File: src/rtl/multi_channel_gain_corrector_if.sv
// AXI4-Stream bundle used for the video ports of multi_channel_gain_corrector.
// tuser marks start of frame, tlast marks end of line.
interface axi4_stream_if #(
  parameter int DATA_W = 32,
  parameter int ID_W   = 4,
  parameter int DEST_W = 4
) ();
  logic                  tvalid;
  logic                  tready;
  logic [DATA_W-1:0]     tdata;
  logic [DATA_W/8-1:0]   tstrb;
  logic [DATA_W/8-1:0]   tkeep;
  logic                  tlast;
  logic                  tuser;
  logic [ID_W-1:0]       tid;
  logic [DEST_W-1:0]     tdest;

  modport master (
    output tvalid, tdata, tstrb, tkeep, tlast, tuser, tid, tdest,
    input  tready
  );

  modport slave (
    input  tvalid, tdata, tstrb, tkeep, tlast, tuser, tid, tdest,
    output tready
  );
endinterface

File: src/rtl/multi_channel_gain_corrector.sv
// Per-channel video gain with frame-synchronous coefficient updates, 2-stage pipeline.
// Optional macro GAIN_RAMP_EN: step gains toward the target by at most RAMP_STEP per frame.
module multi_channel_gain_corrector #(
  parameter int PX_WIDTH    = 10,
  parameter int CHANNELS    = 3,
  parameter int FRACT_WIDTH = 10,
  parameter int RAMP_STEP   = 64,
  parameter int ID_WIDTH    = 4,
  parameter int DEST_WIDTH  = 4
) (
  input  logic                                        clk_i,
  input  logic                                        rst_i,
  axi4_stream_if.slave                                video_i,
  axi4_stream_if.master                               video_o,
  input  logic [CHANNELS*(PX_WIDTH+FRACT_WIDTH)-1:0]  coef_i,
  input  logic                                        coef_valid_i,
  input  logic                                        bypass_i,
  output logic [CHANNELS*(PX_WIDTH+FRACT_WIDTH)-1:0]  cur_coef_o,
  output logic                                        update_pending_o
);
  localparam int COEF_WIDTH  = PX_WIDTH + FRACT_WIDTH;
  localparam int PROD_WIDTH  = 2 * COEF_WIDTH;
  localparam int TDATA_WIDTH = ((CHANNELS * PX_WIDTH + 7) / 8) * 8;
  localparam int KEEP_WIDTH  = TDATA_WIDTH / 8;

  localparam logic [COEF_WIDTH-1:0]   UNITY = COEF_WIDTH'(1) << FRACT_WIDTH;
  localparam logic [PROD_WIDTH:0]     HALF  = (PROD_WIDTH+1)'(1) << (FRACT_WIDTH - 1);
  localparam logic [PROD_WIDTH:0]     PXMAX = {{(PROD_WIDTH+1-PX_WIDTH){1'b0}}, {PX_WIDTH{1'b1}}};

  localparam logic [1:0] IDLE    = 2'd0;
  localparam logic [1:0] PENDING = 2'd1;
  localparam logic [1:0] APPLY   = 2'd2;

  logic [1:0]                           r_state;
  logic [CHANNELS-1:0][COEF_WIDTH-1:0]  r_active;
  logic [CHANNELS-1:0][COEF_WIDTH-1:0]  r_target;
  logic [CHANNELS-1:0][COEF_WIDTH-1:0]  w_coef_req;
  logic [CHANNELS-1:0][COEF_WIDTH-1:0]  w_active_nxt;
  logic [CHANNELS-1:0][COEF_WIDTH-1:0]  w_gain_p0;
  logic [CHANNELS-1:0][PROD_WIDTH-1:0]  w_prod_p0;

  logic                                 r_vld_p1;
  logic [CHANNELS-1:0][PROD_WIDTH-1:0]  r_prod_p1;
  logic                                 r_last_p1, r_user_p1;
  logic [KEEP_WIDTH-1:0]                r_strb_p1, r_keep_p1;
  logic [ID_WIDTH-1:0]                  r_id_p1;
  logic [DEST_WIDTH-1:0]                r_dest_p1;

  logic                                 r_vld_p2;
  logic [TDATA_WIDTH-1:0]               r_data_p2;
  logic                                 r_last_p2, r_user_p2;
  logic [KEEP_WIDTH-1:0]                r_strb_p2, r_keep_p2;
  logic [ID_WIDTH-1:0]                  r_id_p2;
  logic [DEST_WIDTH-1:0]                r_dest_p2;
  logic [TDATA_WIDTH-1:0]               w_data_p1;

  logic w_rdy_p1, w_rdy_p2, w_acc_p0, w_sof_acc, w_apply;

  function automatic logic [PX_WIDTH-1:0] round_sat(input logic [PROD_WIDTH-1:0] prod);
    logic [PROD_WIDTH:0] sum;
    sum = ({1'b0, prod} + HALF) >> FRACT_WIDTH;
    if (sum > PXMAX) round_sat = {PX_WIDTH{1'b1}};
    else             round_sat = sum[PX_WIDTH-1:0];
  endfunction

`ifdef GAIN_RAMP_EN
  localparam logic [COEF_WIDTH-1:0] STEP = COEF_WIDTH'(RAMP_STEP);

  function automatic logic [COEF_WIDTH-1:0] ramp_step(input logic [COEF_WIDTH-1:0] act,
                                                      input logic [COEF_WIDTH-1:0] tgt);
    if (tgt > act) ramp_step = ((tgt - act) > STEP) ? act + STEP : tgt;
    else           ramp_step = ((act - tgt) > STEP) ? act - STEP : tgt;
  endfunction
`endif

  assign w_coef_req = coef_i;
  assign w_rdy_p2   = !r_vld_p2 || video_o.tready;
  assign w_rdy_p1   = !r_vld_p1 || w_rdy_p2;
  assign w_acc_p0   = video_i.tvalid && w_rdy_p1;
  assign w_sof_acc  = w_acc_p0 && video_i.tuser;
  // In IDLE active already equals target, so only PENDING/APPLY move the gain.
  assign w_apply    = w_sof_acc && (r_state != IDLE);

  always_comb begin
    w_active_nxt = r_active;
    if (w_apply) begin
`ifdef GAIN_RAMP_EN
      for (int k = 0; k < CHANNELS; k++) w_active_nxt[k] = ramp_step(r_active[k], r_target[k]);
`else
      w_active_nxt = r_target;
`endif
    end
  end

  always_ff @(posedge clk_i) begin
    if (rst_i) begin
      r_state  <= IDLE;
      r_active <= {CHANNELS{UNITY}};
      r_target <= {CHANNELS{UNITY}};
    end else begin
      r_active <= w_active_nxt;
      if (coef_valid_i) begin
        r_target <= w_coef_req;
        r_state  <= PENDING;
      end else begin
        case (r_state)
          PENDING: if (w_sof_acc) r_state <= APPLY;
          APPLY:   if (r_active == r_target) r_state <= IDLE;
          default: r_state <= IDLE;
        endcase
      end
    end
  end

  // Stage 0 -> 1: multiply at full precision; the SOF beat already sees the new gain.
  always_comb begin
    for (int k = 0; k < CHANNELS; k++) begin
      w_gain_p0[k] = bypass_i ? UNITY : w_active_nxt[k];
      w_prod_p0[k] = PROD_WIDTH'(video_i.tdata[k*PX_WIDTH +: PX_WIDTH]) * PROD_WIDTH'(w_gain_p0[k]);
    end
  end

  always_ff @(posedge clk_i) begin
    if (rst_i)         r_vld_p1 <= 1'b0;
    else if (w_rdy_p1) r_vld_p1 <= video_i.tvalid;
  end

  always_ff @(posedge clk_i) begin
    if (w_acc_p0) begin
      r_prod_p1 <= w_prod_p0;
      r_last_p1 <= video_i.tlast;
      r_user_p1 <= video_i.tuser;
      r_strb_p1 <= video_i.tstrb;
      r_keep_p1 <= video_i.tkeep;
      r_id_p1   <= video_i.tid;
      r_dest_p1 <= video_i.tdest;
    end
  end

  // Stage 1 -> 2: round half up, saturate, zero the padding bits.
  always_comb begin
    w_data_p1 = '0;
    for (int k = 0; k < CHANNELS; k++) w_data_p1[k*PX_WIDTH +: PX_WIDTH] = round_sat(r_prod_p1[k]);
  end

  always_ff @(posedge clk_i) begin
    if (rst_i) begin
      r_vld_p2  <= 1'b0;
      r_data_p2 <= '0;
      r_last_p2 <= 1'b0;
      r_user_p2 <= 1'b0;
      r_strb_p2 <= '0;
      r_keep_p2 <= '0;
      r_id_p2   <= '0;
      r_dest_p2 <= '0;
    end else if (w_rdy_p2) begin
      r_vld_p2 <= r_vld_p1;
      if (r_vld_p1) begin
        r_data_p2 <= w_data_p1;
        r_last_p2 <= r_last_p1;
        r_user_p2 <= r_user_p1;
        r_strb_p2 <= r_strb_p1;
        r_keep_p2 <= r_keep_p1;
        r_id_p2   <= r_id_p1;
        r_dest_p2 <= r_dest_p1;
      end
    end
  end

  assign video_i.tready   = w_rdy_p1;
  assign video_o.tvalid   = r_vld_p2;
  assign video_o.tdata    = r_data_p2;
  assign video_o.tlast    = r_last_p2;
  assign video_o.tuser    = r_user_p2;
  assign video_o.tstrb    = r_strb_p2;
  assign video_o.tkeep    = r_keep_p2;
  assign video_o.tid      = r_id_p2;
  assign video_o.tdest    = r_dest_p2;
  assign cur_coef_o       = r_active;
  assign update_pending_o = (r_state != IDLE);

endmodule
File: src/flat_wrapper.sv
// flat-port wrapper written by rule: the top's interface ports become plain ports
module multi_channel_gain_corrector_flat 
#(
  parameter int PX_WIDTH    = 10,
  parameter int CHANNELS    = 3,
  parameter int FRACT_WIDTH = 10,
  parameter int RAMP_STEP   = 64,
  parameter int ID_WIDTH    = 4,
  parameter int DEST_WIDTH  = 4
)
  (clk_i, rst_i, coef_i, coef_valid_i, bypass_i, cur_coef_o, update_pending_o, video_i_tvalid, video_i_tdata, video_i_tstrb, video_i_tkeep, video_i_tlast, video_i_tuser, video_i_tid, video_i_tdest, video_i_tready, video_o_tvalid, video_o_tdata, video_o_tstrb, video_o_tkeep, video_o_tlast, video_o_tuser, video_o_tid, video_o_tdest, video_o_tready);
  axi4_stream_if video_i_i ();
  axi4_stream_if video_o_i ();
  input  logic clk_i;
  input  logic rst_i;
  input  logic [CHANNELS*(PX_WIDTH+FRACT_WIDTH)-1:0] coef_i;
  input  logic coef_valid_i;
  input  logic bypass_i;
  output logic [CHANNELS*(PX_WIDTH+FRACT_WIDTH)-1:0] cur_coef_o;
  output logic update_pending_o;
  input wire logic [$bits(video_i_i.tvalid)-1:0] video_i_tvalid;
  input wire logic [$bits(video_i_i.tdata)-1:0] video_i_tdata;
  input wire logic [$bits(video_i_i.tstrb)-1:0] video_i_tstrb;
  input wire logic [$bits(video_i_i.tkeep)-1:0] video_i_tkeep;
  input wire logic [$bits(video_i_i.tlast)-1:0] video_i_tlast;
  input wire logic [$bits(video_i_i.tuser)-1:0] video_i_tuser;
  input wire logic [$bits(video_i_i.tid)-1:0] video_i_tid;
  input wire logic [$bits(video_i_i.tdest)-1:0] video_i_tdest;
  output wire logic [$bits(video_i_i.tready)-1:0] video_i_tready;
  output wire logic [$bits(video_o_i.tvalid)-1:0] video_o_tvalid;
  output wire logic [$bits(video_o_i.tdata)-1:0] video_o_tdata;
  output wire logic [$bits(video_o_i.tstrb)-1:0] video_o_tstrb;
  output wire logic [$bits(video_o_i.tkeep)-1:0] video_o_tkeep;
  output wire logic [$bits(video_o_i.tlast)-1:0] video_o_tlast;
  output wire logic [$bits(video_o_i.tuser)-1:0] video_o_tuser;
  output wire logic [$bits(video_o_i.tid)-1:0] video_o_tid;
  output wire logic [$bits(video_o_i.tdest)-1:0] video_o_tdest;
  input wire logic [$bits(video_o_i.tready)-1:0] video_o_tready;
  assign video_i_i.tvalid = video_i_tvalid;
  assign video_i_i.tdata = video_i_tdata;
  assign video_i_i.tstrb = video_i_tstrb;
  assign video_i_i.tkeep = video_i_tkeep;
  assign video_i_i.tlast = video_i_tlast;
  assign video_i_i.tuser = video_i_tuser;
  assign video_i_i.tid = video_i_tid;
  assign video_i_i.tdest = video_i_tdest;
  assign video_i_tready = video_i_i.tready;
  assign video_o_tvalid = video_o_i.tvalid;
  assign video_o_tdata = video_o_i.tdata;
  assign video_o_tstrb = video_o_i.tstrb;
  assign video_o_tkeep = video_o_i.tkeep;
  assign video_o_tlast = video_o_i.tlast;
  assign video_o_tuser = video_o_i.tuser;
  assign video_o_tid = video_o_i.tid;
  assign video_o_tdest = video_o_i.tdest;
  assign video_o_i.tready = video_o_tready;
  multi_channel_gain_corrector #(.PX_WIDTH(PX_WIDTH), .CHANNELS(CHANNELS), .FRACT_WIDTH(FRACT_WIDTH), .RAMP_STEP(RAMP_STEP), .ID_WIDTH(ID_WIDTH), .DEST_WIDTH(DEST_WIDTH)) u_core (.clk_i(clk_i), .rst_i(rst_i), .video_i(video_i_i), .video_o(video_o_i), .coef_i(coef_i), .coef_valid_i(coef_valid_i), .bypass_i(bypass_i), .cur_coef_o(cur_coef_o), .update_pending_o(update_pending_o));
endmodule
File: config.mk
export PLATFORM = sky130hd
export DESIGN_NAME = multi_channel_gain_corrector_flat
export DESIGN_NICKNAME = d
export VERILOG_FILES = /design/src/rtl/multi_channel_gain_corrector_if.sv /design/src/rtl/multi_channel_gain_corrector.sv /design/src/flat_wrapper.sv
export SDC_FILE = /design/constraint.sdc
export NUM_CORES = 2
export LEC_CHECK = 0
export ABC_AREA = 1
export CORE_ASPECT_RATIO = 0.8
export CORE_MARGIN = 1
export CORE_UTILIZATION = 62
export CTS_BUF_LIST = sky130_fd_sc_hd__clkbuf_8
export DETAILED_ROUTE_END_ITERATION = 10
export PLACE_DENSITY = 0.84
export SYNTH_ARGS = -nofsm -noshare
export SYNTH_HDL_FRONTEND = slang
export SYNTH_SLANG_ARGS = --single-unit
File: constraint.sdc
create_clock -name clk_i -period 9.84 [get_ports clk_i]
set_input_delay 2.952 -clock clk_i [delete_from_list [all_inputs] [get_ports clk_i]]
set_output_delay 2.952 -clock clk_i [all_outputs]
set_load 0.005 [all_outputs]
# Yosys cells after proc, flatten, opt, wreduce, memory -nomap -nowiden
# Cells that the tools add are included.
[totals]
reg_bits = 280
in_bits = 116
out_inout_bits = 113
[classes]
n_addsub = 3
mul = 3
order_cmp = 3
eq_ne = 7
n_mux = 11
n_reduce_logical = 12
[ops]
columns = ["cell", "count"]
rows = [
  ["30-bit by 10-bit adder with 31-bit output, second input constant", 3],
  ["31-bit by 10-bit greater-than comparator with 1-bit output, second input constant", 3],
  ["10-bit by 20-bit multiplier with 30-bit output", 3],
  ["60-bit equality test", 1],
  ["20-bit two-way mux", 3],
  ["60-bit two-way mux", 1],
  ["10-bit two-way mux", 3],
  ["3-bit by 2-bit != test with 1-bit output, second input constant", 2],
  ["2-bit AND reduction", 3],
  ["2-bit two-way mux", 2],
  ["2-bit by 1-bit != test with 1-bit output, second input constant", 2],
  ["2-bit case mux with 2 select lines", 1],
  ["1-bit logical AND", 3],
  ["2-bit by 1-bit equality test with 1-bit output, second input constant", 1],
  ["2-bit equality test, second input constant", 1],
  ["1-bit logical NOT", 2],
  ["1-bit logical OR", 2],
  ["2-bit nonzero test", 1],
  ["2-bit OR reduction", 1],
  ["1-bit two-way mux", 1],
]

# Logic depth before layout (Yosys ltp)
[depth]
depth_word = 9
ltp_mapped = 30
ltp_nobuf = 28

# Worst setup path after synthesis
# OpenSTA, ideal clock, no wires.
[synth_timing]
path_type = "input to register"
start = "in video_o_tready"
end = "reg u_core.r_prod_p1[67] (netlist name) (data pin)"
setup_ps = 261
t_arrival_ps = 8180
required_time_ps = 9579
setup_slack_ps = 1399
path_stages = 28
n_path_buf = 3
cell_sequence = "inv_2 > nand3_2 > nand4_4 > buf_6 > buf_6 > buf_4 > nand2_1 > o21ai_0 > nand2_1 > nand2_1 > inv_1 > fa_1 > inv_1 > fa_1 > inv_1 > fa_1 > fa_1 > inv_1 > fa_1 > inv_1 > ha_1 > a21oi_1 > o21a_1 > o21a_1 > nor2_1 > a211oi_1 > o21ai_2 > xor2_1"
[synth_lines]
columns = ["item", "line_no", "rtl"]
rows = [
  ["start: declaration", "flat_wrapper.sv:38", "input wire logic [$bits(video_o_i.tready)-1:0] video_o_tready;"],
  ["end signal: assignment", "multi_channel_gain_corrector.sv:130", "r_prod_p1 <= w_prod_p0;"],
  ["end: declaration", "multi_channel_gain_corrector.sv:43", "logic [CHANNELS-1:0][PROD_WIDTH-1:0] r_prod_p1;"],
]

==> results.toml <==
[run_status]
outcome = "complete, no violations"

[synth]
synth-edff-count = 81
seq_area_frac_synth_pct = 19.5
netlist_instances = 3855
ys_seq_elements = 253
ys_warn_count = 0
synth.distinct_cells = 56
yosysTopAreaCell = "fa_1"
synth_top_cells_by_count = "744 x inv_1, 689 x nor2_1, 677 x nand2_1, 423 x fa_1, 192 x ha_1"
yosys-top-cells-area = "fa_1 28%, dfxtp_1 11%, inv_1 9.3%"
avgSynthCellArea_um2 = 7.81
yosys.cell_count.top_type = "inv_1"
synth-main-ff-cell = "dfxtp_1"
syn_area_mm2 = 0.0301
synth_top_area_share_pct = 28.1
synthArstFlopShare_pct = 0

[sta]
worst_pin_slew_ns = 0.963
skew_ns = 0.0566
max_freq_mhz = 112
setup_viol = 0
rsz0062_at_grt = "false"
max_slew_margin_pct = 35.6
tns_ns = 0
hold_slack_ns = 0.481
fin_crit_sh_pct = 90.8
period_needed_ns = 8.93
hold_violations = 0
slew_viol_final = 0

[final_layout]
seqCellArea_mm2 = 0.00588
drive_above_1_share_pct = 5.90
multi_input_area_mm2 = 0.0209
syn2layout_area_growth_pct = 13.7
nets = 4834
fillers = 3858

[worst_setup_path]
r2r-end = "u_core.r_prod_p1[29]"
rrSetupSlack_ns = 3.31
cpPeakStageDelay_ns = 0.59
startpoint = "video_o_tready"
worstPathRequired_ns = 10.19
crit_type = "in2reg"
startpoint_type = "input port"
cp-end-kind = "flip-flop"
cp_data_arrival_time_ns = 9.29
r2r_cells = 24
rr_startpoint = "u_core.r_state[0]"
path_common_cell = "fa_1"
worstPathMaxFanout = 37
cpMaxStageDelayCell = "fa_1"

[cts]
cts_tree = "done"
holdBufCountCts = 0
htree_num_levels = 2
cts_setup_buffers = 0
cts_made_buffers = 42
clk_latency_ns = 0.64
cts.sinks = 253
ctsRootBufferMaster = "clkbuf_8"
clock_path_buffers = 3
cts.clk_slew.worst_paths_ns = 0.06
cts_resized = 0

[placement]
place.gp.congestion = 0.989
dp_hpwl_um = 68200
io_buffer_count = 224

[drt]
wl_met1_um = 35900
routed_wl_um = 84100
route.met2.wl_um = 35700
vias = 26200
drtAntennaViolNets = 0
first_pass_iters = 6
drtIter0Drc = 2225
drc_errors = 0
route.met3.wl_um = 9950
post_drt_wl_per_cell_um = 17.7
routed.top_layer = "met5"
viasPerCell = 5.51

[min_path]
hp-start = "u_core.video_o.tkeep[2]"
whs_endpoint = "u_core.video_o.tkeep[2]"
hp-class = "reg2reg"
holdPathStages = 2

[floorplan]
start_util_pct = 63.4
dieArea_mm2 = 0.0494
core_mm2 = 0.0474
io_pins = 229
std_cell_rows = 71
die_h_um = 199
die_w_um = 248

[global_route]
grt_max_degree = 72
grt_pass1_vias = 26200
gr-total-overflow = 0
grt_usage_pct = 35.3
grt_first_pass_wirelength_um = 135000
antenna_found_initial = 4

[power]
total_leakage_power_nw = 17.6
irDropWorstVdd_uv = 88.6
power.density_mw_per_mm2 = 97.2

[job]
maxCapViolations = 0
==> layout make-up <==
| cell class | instances | area share (%) |
|---|---|---|
| flip-flops and latches | 253 | 17.2 |
| inverters | 756 | 8.31 |
| clock inverters | 29 | 0.644 |
| well taps | 620 | 2.27 |
| multi-input cells | 2743 | 61.2 |
| diodes | 2 | 0.0146 |
| repair buffers | 307 | 8.38 |
| clock buffers | 49 | 1.97 |
==> where the power goes <==
part / internal, W / total, W / switching [W]
registers: 0.00118 / 0.00125 / 0.0000678
clock network: 0.000538 / 0.00100 / 0.000467
logic: 0.000407 / 0.00107 / 0.000662
total: 0.00213 / 0.00332 / 0.00120
==> worst max-delay path, delay by kind of cell <==
kind / cells / cell delay (ns)
AO/OA/AOI/OAI: 4 / 0.90
adder cells (fa/ha/maj): 6 / 2.86
buffers and inverters: 7 / 1.21
multiplexers: 1 / 0.16
AND/OR/NAND/NOR: 7 / 1.14
==> metal layers <==
| layer | global-route usage [%] | vias up |
|---|---|---|
| li1 | - | 12300 |
| met1 | 49.6 | 12400 |
| met2 | 53.5 | 1356 |
| met3 | 9.31 | 159 |
| met4 | 10.6 | 6 |
| met5 | 0 | - |
==> state kept, by name (all words and copies together) (netlist names), 2 cells and up <==
signal                cells
u_core.video_o.tdata     30
u_core.r_dest_p1          4
u_core.video_o.tstrb      4
u_core.r_state            2
u_core.r_target          60
u_core.video_o.tkeep      4
u_core.r_prod_p1         63
u_core.r_id_p1            4
u_core.video_o.tdest      4
u_core.video_o.tid        4
u_core.r_strb_p1          4
u_core.r_keep_p1          4
u_core.cur_coef_o        60
==> metrics by stage <==
step                      instance area [um2]  worst slack (ns)  power, W  utilization [%]  std cells
after global placement                  33300             0.414   0.00229             70.2       4679
final                                   34200             0.909   0.00332             72.1       4759
after global routing                    34200             0.552   0.00353             72.1       4758
after detailed placement                33300             0.364   0.00232             70.2       4679
after floorplan                         30100              1.40   0.00195                -       3856
after CTS                               34200              1.01   0.00332             72.1       4757
==> worst max path at each step <==
| stage | endpoint | slack, ns | cells past startpoint |
|---|---|---|---|
| after global routing | u_core.r_prod_p1[106] | 0.55 | 25 |
| final | u_core.r_prod_p1[29] | 0.91 | 25 |
| after floorplan | u_core.r_prod_p1[67] | 1.40 | 28 |
| after detailed placement | u_core.r_prod_p1[28] | 0.36 | 27 |
| after CTS | u_core.r_prod_p1[67] | 1.01 | 26 |
| after global placement | u_core.r_prod_p1[67] | 0.41 | 26 |
==> layout by cell type (no fill, tap or decap), types with 14 or more instances in the layout <==
cell type,count
o21a_1,15
nand3_1,84
nand2_2,14
nor3_1,35
buf_4,83
o21ai_0,156
o21ai_1,14
clkbuf_8,49
dfxtp_1,172
xnor2_1,37
edfxtp_1,81
ha_1,192
a21oi_1,149
inv_1,757
mux2i_1,39
xor2_1,72
nand4_1,27
nor2_1,689
nand2_1,677
clkdlybuf4s50_1,221
fa_1,423
==> kinds of logic after synthesis <==
| family | after synthesis | share of synthesized area (%) |
|---|---|---|
| AOI/OAI and AO/OA | 385 | 7.07 |
| xor gates and xnor gates | 109 | 3.17 |
| adders and majority gates | 615 | 36.1 |
| buffers and inverters | 860 | 10.9 |
| DFF | 253 | 19.5 |
| muxes | 39 | 1.30 |
| other | 1 | 0.0125 |
| and+or+nand+nor | 1593 | 21.9 |
No activity file was read; power rests on OpenSTA's default activity.
